===== config.mk =====
export PLATFORM = sky130hd
export DESIGN_NAME = count_bcd_converter
export DESIGN_NICKNAME = d
export VERILOG_FILES = /design/src/rtl/count_bcd_converter.sv
export SDC_FILE = /design/constraint.sdc
export NUM_CORES = 1
export LEC_CHECK = 0
export BUFFER_PORTS_ARGS = -buffer_cell sky130_fd_sc_hd__buf_2
export CORE_MARGIN = 2
export CORE_UTILIZATION = 50
export CTS_CLUSTER_SIZE = 30
export DETAILED_ROUTE_END_ITERATION = 16
export PLACE_DENSITY = 0.74
export SETUP_SLACK_MARGIN = 0.3
export SKIP_CTS_REPAIR_TIMING = 1
export SYNTH_ARGS = -nofsm -noshare
export SYNTH_HDL_FRONTEND = slang
export SYNTH_SLANG_ARGS = --single-unit
export TNS_END_PERCENT = 20

===== constraint.sdc =====
create_clock -name clk -period 1.9 [get_ports clk]
set_input_delay 0.285 -clock clk [delete_from_list [all_inputs] [get_ports clk]]
set_output_delay 0.285 -clock clk [all_outputs]
set_load 0.005 [all_outputs]

===== src/rtl/count_bcd_converter.sv =====
`default_nettype none
// +-------------------------------------------------------------------------+
// | Module      : count_bcd_converter                                       |
// | Description : Sequential double-dabble binary-to-BCD converter with a   |
// |               leading-zero mask for the VGA digit renderer.             |
// | Revision    : 1.0 - initial release                                     |
// +-------------------------------------------------------------------------+
module count_bcd_converter #(
    parameter int WIDTH  = 16,
    parameter int DIGITS = 5
) (
    input  logic                  clk,
    input  logic                  rst,
    input  logic [WIDTH-1:0]      count,
    input  logic                  in_valid,
    output logic                  in_ready,
    output logic                  busy,
    output logic [DIGITS*4-1:0]   bcd,
    output logic [DIGITS-1:0]     lz_mask,
    output logic                  out_valid
);

    localparam int                   c_BCD_W     = DIGITS * 4;
    localparam int                   c_CNT_W     = $clog2(WIDTH + 1);
    localparam logic [c_CNT_W-1:0]   c_CNT_LOAD  = c_CNT_W'(WIDTH);
    localparam logic [c_CNT_W-1:0]   c_CNT_ONE   = c_CNT_W'(1);
    localparam logic [DIGITS-1:0]    c_LZ_RESET  = ~DIGITS'(1);
    localparam longint unsigned      c_DEC_RANGE = 64'd10 ** DIGITS;
    localparam longint unsigned      c_BIN_RANGE = 64'd1 << WIDTH;

    // Refuse to build a converter whose digits cannot hold every input value.
    generate
        if ((c_DEC_RANGE < c_BIN_RANGE) || (WIDTH < 2)) begin : g_param_check_fail
            $error("count_bcd_converter: DIGITS too small for WIDTH, or WIDTH < 2");
        end
    endgenerate

    typedef enum logic [1:0] {
        S_IDLE  = 2'd0,
        S_SHIFT = 2'd1,
        S_DONE  = 2'd2
    } state_t;

    state_t                 r_state;
    state_t                 w_state_nxt;

    logic [WIDTH-1:0]       r_shift;
    logic [c_BCD_W-1:0]     r_scratch;
    logic [c_CNT_W-1:0]     r_bitcnt;
    logic [c_BCD_W-1:0]     r_bcd;
    logic [DIGITS-1:0]      r_lz_mask;
    logic                   r_out_valid;

    logic                   w_idle;
    logic                   w_accept;
    logic                   w_last;
    logic [c_BCD_W-1:0]     w_adj;
    logic [c_BCD_W-1:0]     w_scratch_nxt;
    logic [DIGITS-1:0]      w_lz_nxt;
    logic                   w_unused_adj_msb;

    assign w_idle   = (r_state == S_IDLE);
    assign w_accept = w_idle && in_valid;
    assign w_last   = (r_bitcnt == c_CNT_ONE);

    // Add-3 correction on every digit >= 5 before the shift; cannot overflow 4 bits.
    always_comb begin
        w_adj = r_scratch;
        for (int d = 0; d < DIGITS; d++) begin
            if (r_scratch[d*4 +: 4] >= 4'd5) begin
                w_adj[d*4 +: 4] = r_scratch[d*4 +: 4] + 4'd3;
            end
        end
    end

    // The adjusted MSB is always zero for legal parameters, so dropping it is safe.
    assign w_scratch_nxt    = {w_adj[c_BCD_W-2:0], r_shift[WIDTH-1]};
    assign w_unused_adj_msb = w_adj[c_BCD_W-1];

    // Digit i is a leading zero when it and every digit above it are zero.
    always_comb begin
        logic zero_run;
        w_lz_nxt = '0;
        zero_run = 1'b1;
        for (int d = DIGITS - 1; d >= 1; d--) begin
            zero_run    = zero_run & (w_scratch_nxt[d*4 +: 4] == 4'd0);
            w_lz_nxt[d] = zero_run;
        end
    end

    always_ff @(posedge clk or posedge rst) begin
        if (rst) begin
            r_state <= S_IDLE;
        end else begin
            r_state <= w_state_nxt;
        end
    end

    always_comb begin
        w_state_nxt = r_state;
        case (r_state)
            S_IDLE:  if (w_accept) w_state_nxt = S_SHIFT;
            S_SHIFT: if (w_last)   w_state_nxt = S_DONE;
            S_DONE:  w_state_nxt = S_IDLE;
            default: w_state_nxt = S_IDLE;
        endcase
    end

    always_ff @(posedge clk or posedge rst) begin
        if (rst) begin
            r_shift     <= '0;
            r_scratch   <= '0;
            r_bitcnt    <= '0;
            r_bcd       <= '0;
            r_lz_mask   <= c_LZ_RESET;
            r_out_valid <= 1'b0;
        end else begin
            case (r_state)
                S_IDLE: begin
                    r_out_valid <= 1'b0;
                    if (w_accept) begin
                        r_shift   <= count;
                        r_scratch <= '0;
                        r_bitcnt  <= c_CNT_LOAD;
                    end
                end
                S_SHIFT: begin
                    r_shift   <= {r_shift[WIDTH-2:0], 1'b0};
                    r_scratch <= w_scratch_nxt;
                    r_bitcnt  <= r_bitcnt - c_CNT_ONE;
                    if (w_last) begin
                        r_bcd       <= w_scratch_nxt;
                        r_lz_mask   <= w_lz_nxt;
                        r_out_valid <= 1'b1;
                    end
                end
                default: begin
                    r_out_valid <= 1'b0;
                end
            endcase
        end
    end

    assign in_ready  = w_idle;
    assign busy      = !w_idle;
    assign bcd       = r_bcd;
    assign lz_mask   = r_lz_mask;
    assign out_valid = r_out_valid;

endmodule
`default_nettype wire


# [Word-level counts from Yosys, hierarchy flattened]
# Index checks and enable logic that the tools add are counted.
[op_classes] magnitude_cmp=5 eq_ne=4 reduce_logical=11 muxes=16 bitwise=3 add_sub_neg=6
[op_table] op="20-bit case mux with 2 select lines" count=1
[op_table] op="16-bit case mux with 2 select lines" count=1
[op_table] op="4-bit by 3-bit greater-or-equal comparator with 1-bit output, second input constant" count=5
[op_table] op="20-bit 2-to-1 mux" count=1
[op_table] op="4-bit by 2-bit adder with 4-bit output, second input constant" count=4
[op_table] op="4-bit logical NOT" count=4
[op_table] op="16-bit 2-to-1 mux" count=1
[op_table] op="4-bit 2-to-1 mux" count=4
[op_table] op="5-bit case mux with 2 select lines" count=1
[op_table] op="2-bit AND reduction" count=3
[op_table] op="5-bit by 1-bit == test with 1-bit output, second input constant" count=1
[op_table] op="5-bit 2-to-1 mux" count=1
[op_table] op="5-bit by 1-bit subtractor with 5-bit output, second input constant" count=1
[op_table] op="2-bit 2-to-1 mux" count=2
[op_table] op="2-bit case mux with 2 select lines" count=1
[op_table] op="3-bit by 2-bit adder with 3-bit output, second input constant" count=1
[op_table] op="1-bit bitwise AND" count=3
[op_table] op="3-bit 2-to-1 mux" count=1
[op_table] op="2-bit by 1-bit == test with 1-bit output, second input constant" count=1
[op_table] op="2-bit logical NOT" count=1
[op_table] op="1-bit 2-to-1 mux" count=2
[op_table] op="2-bit by 1-bit != test with 1-bit output, second input constant" count=1
[op_table] op="2-bit != test, second input constant" count=1
[op_table] op="2-bit nonzero test" count=1
[op_table] op="other kinds (2)" count=2
[word_totals] regBits=68 elab_cells=52 output_inout_bits=28 in_bits=19

# [Depth between registers and ports, before layout]
# Gate-level depths: netlist of the first run.
[depth] depth_word=6 ltp_mapped=8 mapped_depth_nobuf=8

# [Worst setup path after synthesis of the first run]
# No wires, ideal clock.
[synth_path] kind="register to register" start="register r_scratch[12]" end="register r_lz_mask[1] (netlist: lz_mask[1])" required_ps=1809 setup_ps=91 period_less_slack_ps=1983 path_buffers=0 arrival_time_ps=1892 slack_ps=-83 stages_incl_launch_ff=8 path_cell_list="dfrtp_1 inv_1 ha_1 nand2b_1 a21o_1 or3_1 a2111o_1 o31ai_1"
[synth_via] elab_chain_len=6 elab_cells_between_ends=8 cone_classes="add/sub: 1; order compare: 1; mux: 1; bitwise: 3; reduce/logical: 2"
[synth_lines] item="start, declared" line="48" rtl="logic [c_BCD_W-1:0] r_scratch;"
[synth_lines] item="start signal, assigned" line="129" rtl="r_scratch <= w_scratch_nxt;"
[synth_lines] item="4-bit by 2-bit adder with 4-bit output or 4-bit by 3-bit greater-or-equal comparator with 1-bit output (tied branches)" line="71, 70"
[synth_lines] item="4-bit 2-to-1 mux *" line="70" rtl="if (r_scratch[d*4 +: 4] >= 4'd5) begin"
[synth_lines] item="4-bit logical NOT" line="86" rtl="zero_run = zero_run & (w_scratch_nxt[d*4 +: 4] == 4'd0);"
[synth_lines] item="1-bit bitwise AND * (3 in a row)" line="86"
[synth_lines] item="end signal, assigned" line="115" rtl="r_lz_mask <= c_LZ_RESET;"
[synth_lines] item="end signal, assigned" line="133" rtl="r_lz_mask <= w_lz_nxt;"
[synth_lines] item="end, declared" line="51" rtl="logic [DIGITS-1:0] r_lz_mask;"
# Mark *: on every way between the ends. The rest lies on a longest branch, timed or not.
# A chain may end at the register's enable or synchronous reset.

# [Worst setup path after layout of the first run]
# Same ends and word-level chain as after synthesis.

==> results of run 1 <==
[registers in the layout, summed over array words and instances, names as in the netlist]
| name | count |
|---|---|
| bcd | 20 |
| lz_mask | 4 |
| out_valid | 1 |
| r_bitcnt | 5 |
| r_scratch | 20 |
| r_shift | 16 |
| r_state | 2 |
[synth_stat cells, drive strengths merged]
cell type | number | area share [%]
or3b | 1 | 0.26
mux2 | 1 | 0.34
nor2 | 6 | 0.68
o21ai | 66 | 9.9
buf | 2 | 0.38
nand2 | 61 | 7.0
a22o | 2 | 0.53
dfrtp | 64 | 48
ha | 12 | 4.5
o31ai | 1 | 0.23
a31oi | 1 | 0.19
or4 | 1 | 0.23
and3 | 2 | 0.38
inv | 15 | 1.7
a32o | 1 | 0.30
clkbuf | 16 | 1.8
or3 | 1 | 0.19
nand3 | 3 | 0.45
conb | 1 | 0.11
xnor2 | 6 | 1.6
nand2b | 7 | 1.3
a2111o | 1 | 0.34
dfstp | 4 | 3.2
a22oi | 12 | 2.7
nor4b | 2 | 0.98
nor2b | 14 | 2.6
o211ai | 2 | 0.45
and3b | 3 | 0.79
nand3b | 1 | 0.23
a21oi | 26 | 3.9
clkinv | 1 | 0.15
nor3 | 6 | 0.90
mux2i | 2 | 0.60
nand4b | 1 | 0.26
a21o | 3 | 0.68
nor3b | 8 | 1.8
o21bai | 1 | 0.23
[layout make-up]
type	instances	area, µm²
sequential	68	1710
multi-input combinational	255	1590
tap	77	96.3
timing repair buffer	70	454
clock buffer	12	155
inverter	16	65.1
fill	550	2270
clock inverter	4	47.5
[layer usage]
metal | wire length (µm) | part of all wire (%)
met3 | 396 | 5.6
met5 | 0 | 0
met1 | 3150 | 45
met2 | 3360 | 48
met4 | 131 | 1.9
[how the worst max path moves through the flow]
stage	slack (ps)	endpoint	start	cells after the start
3_3_place_gp	-40	lz_mask[1]	r_scratch[12]	6
2_1_floorplan	-80	lz_mask[1]	r_scratch[12]	7
6_report	-100	lz_mask[1]	r_scratch[12]	7
5_1_grt	-220	lz_mask[1]	r_scratch[12]	7
3_5_place_dp	-100	lz_mask[1]	r_scratch[12]	6
4_1_cts	-120	lz_mask[1]	r_scratch[12]	6
[power by group]
part | total, mW | leakage [nW] | switching, mW | internal, mW
Clock | 1.20 | 0.102 | 0.523 | 0.673
Sequential | 2.62 | 0.853 | 0.517 | 2.10
Combinational | 3.42 | 0.959 | 1.81 | 1.60
[cell families (layout without fill, tap and decap cells)]
family,count (synthesis),after routing,share of synthesized area [%]
and+or+nand+nor,117,117,18.1
AOI/OAI and AO/OA,116,116,19.5
DFF,68,68,51.3
buffers and inverters,34,102,4.02
adders and majority gates,12,12,4.51
xor gates and xnor gates,6,6,1.58
muxes,3,3,0.940
other,1,1,0.113
[per-stage QoR]
step           std cells  setup slack [ps]  util (%)  total power [mW]
2_1_floorplan        357             -83.1         -              4.59
3_3_place_gp         479             -35.3      58.4              5.47
3_5_place_dp         479             -97.0      58.4              5.61
4_1_cts              495              -121      61.6              6.85
5_1_grt              502              -224      64.4              7.90
6_report             502              -100      64.4              7.24
[worst max-delay path: stages (launching register included)]
cell	delay [ps]
dfrtp_1	430
inv_1	80
ha_2	180
nand2b_1	70
a21o_1	170
or3_1	310
a2111o_1	450
o31ai_1	220
==> flow_summary.toml, run 1 <==
[placed_design]
gp_congestion = 0.811
port-buffer-count = 45
placed_area_mm2 = 0.00373
dp.final_hpwl_um = 4580

[synthesis]
ys_ff_latch = 68
synth_nets = 388
synth-seq-area-share_pct = 51.3
synth_warnings = 0
synth_cell_types = 40
synth_cells = 357
post_synth.cell_area_avg_um2 = 9.32
syn_area_mm2 = 0.00333

[clock_tree]
clk_latency_ps = 350
cts_tree = "built"
path_clk_slew_ps = 70
clockRootBuffer = "clkbuf_8"
htree_num_levels = 3
cts_made_buffers = 9
clk_path_buf_depth = 2
clock_sinks = 68

[pwr]
power_density_mw_per_mm2 = 1760
power.leakage_nw = 1.91
peakVddDrop_mv = 0.842

[die]
io_pins = 47
initial_utilization_pct = 52.1
rows = 29
fp.dieArea_mm2 = 0.00732
core-area_mm2 = 0.00639
die_w_um = 85.6
fp.dieH_um = 85.6

[finish]
drive_gt1_share_pct = 26.4
final_area_mm2 = 0.00411
fin_nets = 451
num_antenna_cells = 0
final_cell_mix = "62 x dfrtp_1, 60 x nand2_1, 59 x o21ai_0, 45 x buf_2, 24 x a21oi_1"
final_common_cell = "dfrtp_1"
area_delta_synth_final_pct = 23.6

[sta]
setup_ws_ps = -100
rsz0062_at_grt = "yes"
slew_viol_final = 0
timing.final.crit_share_pct = 105
final_period_minus_worst_setup_slack_ps = 2000
finalHoldViolations = 0
setup_viol = 2
max_freq_mhz = 500
tns_ps = -136
whs_ps = 199
finClkSkew_ps = 8.63

[detailed_routing]
ant_nets = 0
wl_per_cell_um = 14.0
remaining_drc_errors = 0
drt-initial-drc-count = 73
vias_per_cell = 5.43
vias = 2728
dr.pass1.iters = 4
wl_um = 7040

[worst_setup_path]
reg2regPathDepth = 7
startpoint_type = "flip-flop"
end_kind = "flip-flop"
crit_path_max_fanout = 5
path_class = "flip-flop to flip-flop"
arrival_ps = 2260
crit_required_ps = 2160
rr_endpoint = "lz_mask[1]"
r2r_setup_slack_ps = -100
r2r_start = "r_scratch[12]"

[grt]
met3_usage_pct = 5.49
grt_pass1_wl_um = 12000
grt_pass1_vias = 2647
antenna_found_initial = 0
grt_use_total_pct = 20.8
grt_busiest_layer = "met2"
grt_overflow = 0
grtUsageMet1_pct = 26.6
grt_max_degree = 55
grt_use_met2_pct = 33.8

[run_status]
violations = "negative setup slack"
status = "complete, but fails checks"

[run]
maxCapViolCount = 0

[min_path]
min_from = "count[0]"
whs_endpoint = "r_shift[0]"
hold_path.class = "input pin to flip-flop"
worst_hold_path.num_cells = 2
No activity file was read; power rests on OpenSTA's default activity.
==> inputs of run 2 (changes only) <==
--- a/config.mk
+++ b/config.mk
@@ -5,13 +5,13 @@
 export SDC_FILE = /design/constraint.sdc
 export NUM_CORES = 1
 export LEC_CHECK = 0
-export BUFFER_PORTS_ARGS = -buffer_cell sky130_fd_sc_hd__buf_2
+export BUFFER_PORTS_ARGS = -buffer_cell sky130_fd_sc_hd__buf_4
 export CORE_MARGIN = 2
-export CORE_UTILIZATION = 50
+export CORE_UTILIZATION = 51
 export CTS_CLUSTER_SIZE = 30
 export DETAILED_ROUTE_END_ITERATION = 16
-export PLACE_DENSITY = 0.74
-export SETUP_SLACK_MARGIN = 0.3
+export PLACE_DENSITY = 0.75
+export SETUP_SLACK_MARGIN = 0.5
 export SKIP_CTS_REPAIR_TIMING = 1
 export SYNTH_ARGS = -nofsm -noshare
 export SYNTH_HDL_FRONTEND = slang
==> run 2 against run 1 <==
Net effect:
- the run still ends with negative setup slack left
- via count grew 5.4%
- final area grew 12%
- combinational power grew 30%
- final cell count grew 2.0%
- die area shrank 1.9%
- wire length grew 17%
- flip-flop and latch count is the same
- clock power shrank 11%
- non-clock buffer count grew 11
- setup slack gained 21 ps
==> flow_summary.toml, run 2 (same netlist as run 1, synthesis figures left out) <==
[run_status]
violations = "negative setup slack"
status = "complete, but fails checks"

[placed_design]
dp_slack_ps = -100
gp_congestion = 0.868
port-buffer-count = 45
placed_area_mm2 = 0.00385
dp.final_hpwl_um = 4620

[finish]
fin_nets = 462
drive_gt1_share_pct = 37.0
final_common_cell = "buf_4"
final_cell_mix = "67 x buf_4, 60 x nand2_1, 59 x dfrtp_1, 45 x o21ai_0, 21 x a21oi_1"
final_area_mm2 = 0.00460
area_delta_synth_final_pct = 38.2
num_antenna_cells = 0
fin_util_pct = 72.8

[grt]
grt_overflow = 0
grt_pass1_wl_um = 12200
antenna_found_initial = 0
grt_max_degree = 69
grt_pass1_vias = 2707
grt_use_total_pct = 21.2

[detailed_routing]
drt-initial-drc-count = 182
vias = 2875
vias_per_cell = 5.62
dr.pass1.iters = 4
ant_nets = 0
remaining_drc_errors = 0
wl_per_cell_um = 16.1
wl_um = 8230

[worst_setup_path]
startpoint_type = "flip-flop"
crit_required_ps = 2160
arrival_ps = 2240
path_class = "flip-flop to flip-flop"
worstSetupEndpoint = "lz_mask[1]"
crit_path_max_fanout = 4
critical_path.cell_chain = "ha_2 -> nand2b_1 -> a21o_1 -> or3_1 -> a2111o_1 -> o31ai_1"
slowest_stage = "a2111o_1"
cpPeakStageDelay_ps = 450
cp_num_buf_inv = 0
crit_start = "r_scratch[12]"
crit_cells = 6
end_kind = "flip-flop"
reg2regPathDepth = 6
rr_endpoint = "lz_mask[1]"
r2r_setup_slack_ps = -80
r2r_start = "r_scratch[12]"
crit_family = "compound AO/OA/AOI/OAI gates"

[sta]
timing.final.crit_share_pct = 104
max_freq_mhz = 505
finalHoldViolations = 0
slew_viol_final = 0
setup_ws_ps = -79.5
finClkSkew_ps = 2.79
final_period_minus_worst_setup_slack_ps = 1980
rsz0062_at_grt = "yes"
setup_viol = 2

[clock_tree]
clock_sinks = 68
cts_made_buffers = 9
clk_path_buf_depth = 2
path_clk_slew_ps = 70
cts_tree = "built"
htree_num_levels = 3
clockRootBuffer = "clkbuf_8"
clk_latency_ps = 350

[run]
maxCapViolCount = 0

[pwr]
power_density_mw_per_mm2 = 1800
peakVddDrop_mv = 1.11
power.leakage_nw = 2.07

[die]
core-area_mm2 = 0.00631
fp.dieH_um = 84.8
die_w_um = 84.8
initial_utilization_pct = 52.7
rows = 29
fp.dieArea_mm2 = 0.00719
io_pins = 47

[min_path]
hold_path.class = "input pin to async pin"
## run 2: cell count changes in the layout (fill, tap and decap cells not counted), moves of 6 or more
cell / before / now
o21ai_2: 0 / 6
o21ai_1: 7 / 15
buf_2: 45 / 1
inv_2: 2 / 8
buf_4: 17 / 67
o21ai_0: 59 / 45
inv_1: 12 / 5
## run 2: report_power, final
group / switching [mW] / leakage [nW] / internal, mW
Sequential: 0.647 / 0.850 / 2.11
Combinational: 2.16 / 1.13 / 2.30
Clock: 0.531 / 0.0893 / 0.534
Total: 3.34 / 2.07 / 4.94
## run 2: final cells by class
type	count	area, µm²
multi-input cells	255	1810
fillers	455	1710
flip-flops and latches	68	1710
repair buffers	81	739
clock buffers	13	159
well taps	77	96.3
inverters	16	67.6
clock inverters	2	10.0
## run 2: per-stage QoR
step	hold WS (ps)	power [mW]	TNS [ps]	instances
global route	58.9	8.90	-414	512
floorplan	440	4.59	-83.1	357
finish	28.1	8.28	-96.1	512
global placement	412	5.63	-20.1	480
CTS	39.9	6.86	-141	495
detailed placement	416	5.79	-108	480
## run 2: per-layer routing
layer / global-route usage, % / wire length [µm]
met5: 0 / 0
met4: 10.7 / 203
met1: 27.0 / 3570
met2: 34.9 / 4130
met3: 3.93 / 333
## run 2: tightest hold or removal path: stages
cell and delay [ps]:
buf_4 120, clkinvlp_4 70, buf_12 320
## run 2: worst min path at each step
stage	from	endpoint	slack, ps	cells after the start
5_1_grt	rst	r_scratch[17]	60	3
6_report	rst	bcd[18]	30	3
2_1_floorplan	rst	bcd[0]	440	1
3_5_place_dp	rst	bcd[18]	420	3
3_3_place_gp	rst	bcd[18]	410	3
4_1_cts	rst	bcd[18]	40	3
==> inputs of run 3 (changes only) <==
--- a/config.mk
+++ b/config.mk
@@ -7,10 +7,9 @@
 export LEC_CHECK = 0
 export BUFFER_PORTS_ARGS = -buffer_cell sky130_fd_sc_hd__buf_4
 export CORE_MARGIN = 2
-export CORE_UTILIZATION = 51
+export CORE_UTILIZATION = 29
 export CTS_CLUSTER_SIZE = 30
 export DETAILED_ROUTE_END_ITERATION = 16
-export PLACE_DENSITY = 0.75
 export SETUP_SLACK_MARGIN = 0.5
 export SKIP_CTS_REPAIR_TIMING = 1
 export SYNTH_ARGS = -nofsm -noshare
==> constraint.sdc (replaced) <==
create_clock -name clk -period 2.4 [get_ports clk]
set_input_delay 0.36 -clock clk [delete_from_list [all_inputs] [get_ports clk]]
set_output_delay 0.36 -clock clk [all_outputs]
set_load 0.005 [all_outputs]
==> run 3 against run 2 <==
Net effect:
- the run now ends clean
- non-clock buffer count fell by 23
- setup slack improved by 410 ps
- wire length fell by 11%
- die area rose by 72%
- power fell by 31%
- final cell count rose by 8.6%
- critical endpoint unchanged
- highest routed layer unchanged
==> flow_summary.toml, run 3 (same netlist as run 1, synthesis figures left out) <==
[finish]
nFillCells = 1140
fin_nets = 439
drive_gt1_share_pct = 20.6
final_cells = 556
num_antenna_cells = 0
multi_input_area_mm2 = 0.00150
regArea_mm2 = 0.00171
final_common_cell = "o21ai_0"
fin_util_pct = 36.8
area_delta_synth_final_pct = 25.2
final_cell_mix = "65 x o21ai_0, 63 x dfrtp_1, 60 x nand2_1, 57 x buf_4, 26 x a21oi_1"

[sta]
rsz0062_at_grt = "yes"
setup_viol = 0
worst_slew_pin_slew_ps = 650
relSlewSlack_pct = 56.5
finClkSkew_ps = 10.1
finalHoldViolations = 0
slew_viol_final = 0
final_period_minus_worst_setup_slack_ps = 2070
timing.final.crit_share_pct = 86.1
tns_ps = 0
max_freq_mhz = 484

[clock_tree]
cts_made_buffers = 9
clk_latency_ps = 330
cts_tree = "built"
htree_num_levels = 3
path_clk_slew_ps = 60
clock_sinks = 68
clockRootBuffer = "clkbuf_16"
clk_path_buf_depth = 2

[pwr]
p_sw_mw = 2.19
power_frac_comb_pct = 42.6
clockPowerShare_pct = 20.8
peakVddDrop_mv = 0.561
total_power_mw = 5.70
power_density_mw_per_mm2 = 1370
internal_power_mw = 3.52
netSwitchingFraction_pct = 38.3
power.leakage_nw = 1.89
pwr-share-seq_pct = 36.6

[detailed_routing]
dr.pass1.iters = 4
vias_per_cell = 4.77
wl_um = 7330
remaining_drc_errors = 0
drt-initial-drc-count = 90
ant_nets = 0
wl_per_cell_um = 13.2
vias = 2654

[placed_design]
gp_congestion = 0.769
dp.final_hpwl_um = 4910
dpl.cell_count = 535
port-buffer-count = 45

[worst_setup_path]
slowest_stage = "a2111o_1"
cp_num_buf_inv = 1
path_class = "flip-flop to flip-flop"
crit_cells = 7
worstSetupEndpoint = "lz_mask[1]"
arrival_ps = 2310
critical_path.cell_chain = "inv_1 -> ha_2 -> nand2b_1 -> a21o_1 -> or3_1 -> a2111o_1 -> o31ai_2"
reg2regPathDepth = 7
crit_required_ps = 2640
crit_start = "r_scratch[12]"
end_kind = "flip-flop"
crit_path_max_fanout = 6
rr_endpoint = "lz_mask[1]"
cpPeakStageDelay_ps = 470
r2r_start = "r_scratch[12]"
startpoint_type = "flip-flop"
r2r_setup_slack_ps = 330
crit_family = "compound AO/OA/AOI/OAI gates"

[grt]
grt_pass1_wl_um = 12700
grt_overflow = 0
antenna_found_initial = 0
grt_pass1_vias = 2629
grt_max_degree = 42
grt_use_total_pct = 12.4

[run]
maxCapViolCount = 0

[die]
initial_utilization_pct = 29.4
fp.dieH_um = 111
io_pins = 47
fp.dieArea_mm2 = 0.0123
die_w_um = 111
core-area_mm2 = 0.0113
rows = 39

[min_path]
hold_path.class = "input pin to async pin"

[run_status]
status = "completed"
-- run 3: cell types whose count changed in the layout (fill, tap and decap cells not counted), sizes merged --
cell,delta
clkinvlp,+1
clkbuf,-2
buf,-20
clkinv,-1
-- run 3: area by class of cell --
cell class | instances | share of cell area [%]
Clock buffer | 14 | 6.10
Clock inverter | 2 | 0.300
Inverter | 16 | 1.56
Multi-Input combinational cell | 255 | 36.0
Sequential cell | 68 | 41.0
Tap cell | 143 | 4.30
Timing Repair Buffer | 58 | 10.8
-- run 3: worst min-delay path by stage --
stage | startpoint | end | slack, ps | cells after the start
final | rst | r_shift[11] | 120 | 2
after floorplan | lz_mask[3] | lz_mask[3] | 450 | 2
after detailed placement | out_valid | out_valid | 470 | 2
after global routing | rst | r_shift[8] | 150 | 2
after global placement | bcd[11] | bcd[11] | 460 | 2
after CTS | rst | r_shift[11] | 140 | 2
-- run 3: power by group through the flow --
| stage | clock network [mW] | registers [mW] | logic, mW |
|---|---|---|---|
| after floorplan | 0 | 2.02 | 1.61 |
| after global placement | 0 | 2.07 | 2.29 |
| after detailed placement | 0 | 2.10 | 2.37 |
| after CTS | 1.22 | 2.09 | 2.38 |
| after global routing | 1.28 | 2.17 | 2.81 |
| final | 1.18 | 2.09 | 2.43 |
-- run 3: layer usage --
metal	share of wire, %	routed length, µm	vias to the layer above	track usage, %
met5	0	0	-	0
li1	-	-	1329	-
met3	5.0	367	10	4.26
met1	46	3400	1256	16.1
met2	48	3500	59	20.4
met4	0.87	64	0	2.47
-- run 3: through the flow --
| stage | hold slack [ps] | worst slack, ps | area, µm² |
|---|---|---|---|
| after global routing | 154 | 203 | 4160 |
| after CTS | 139 | 266 | 4120 |
| after floorplan | 448 | 417 | 3330 |
| after detailed placement | 466 | 284 | 3850 |
| after global placement | 464 | 335 | 3850 |
| final | 120 | 334 | 4160 |
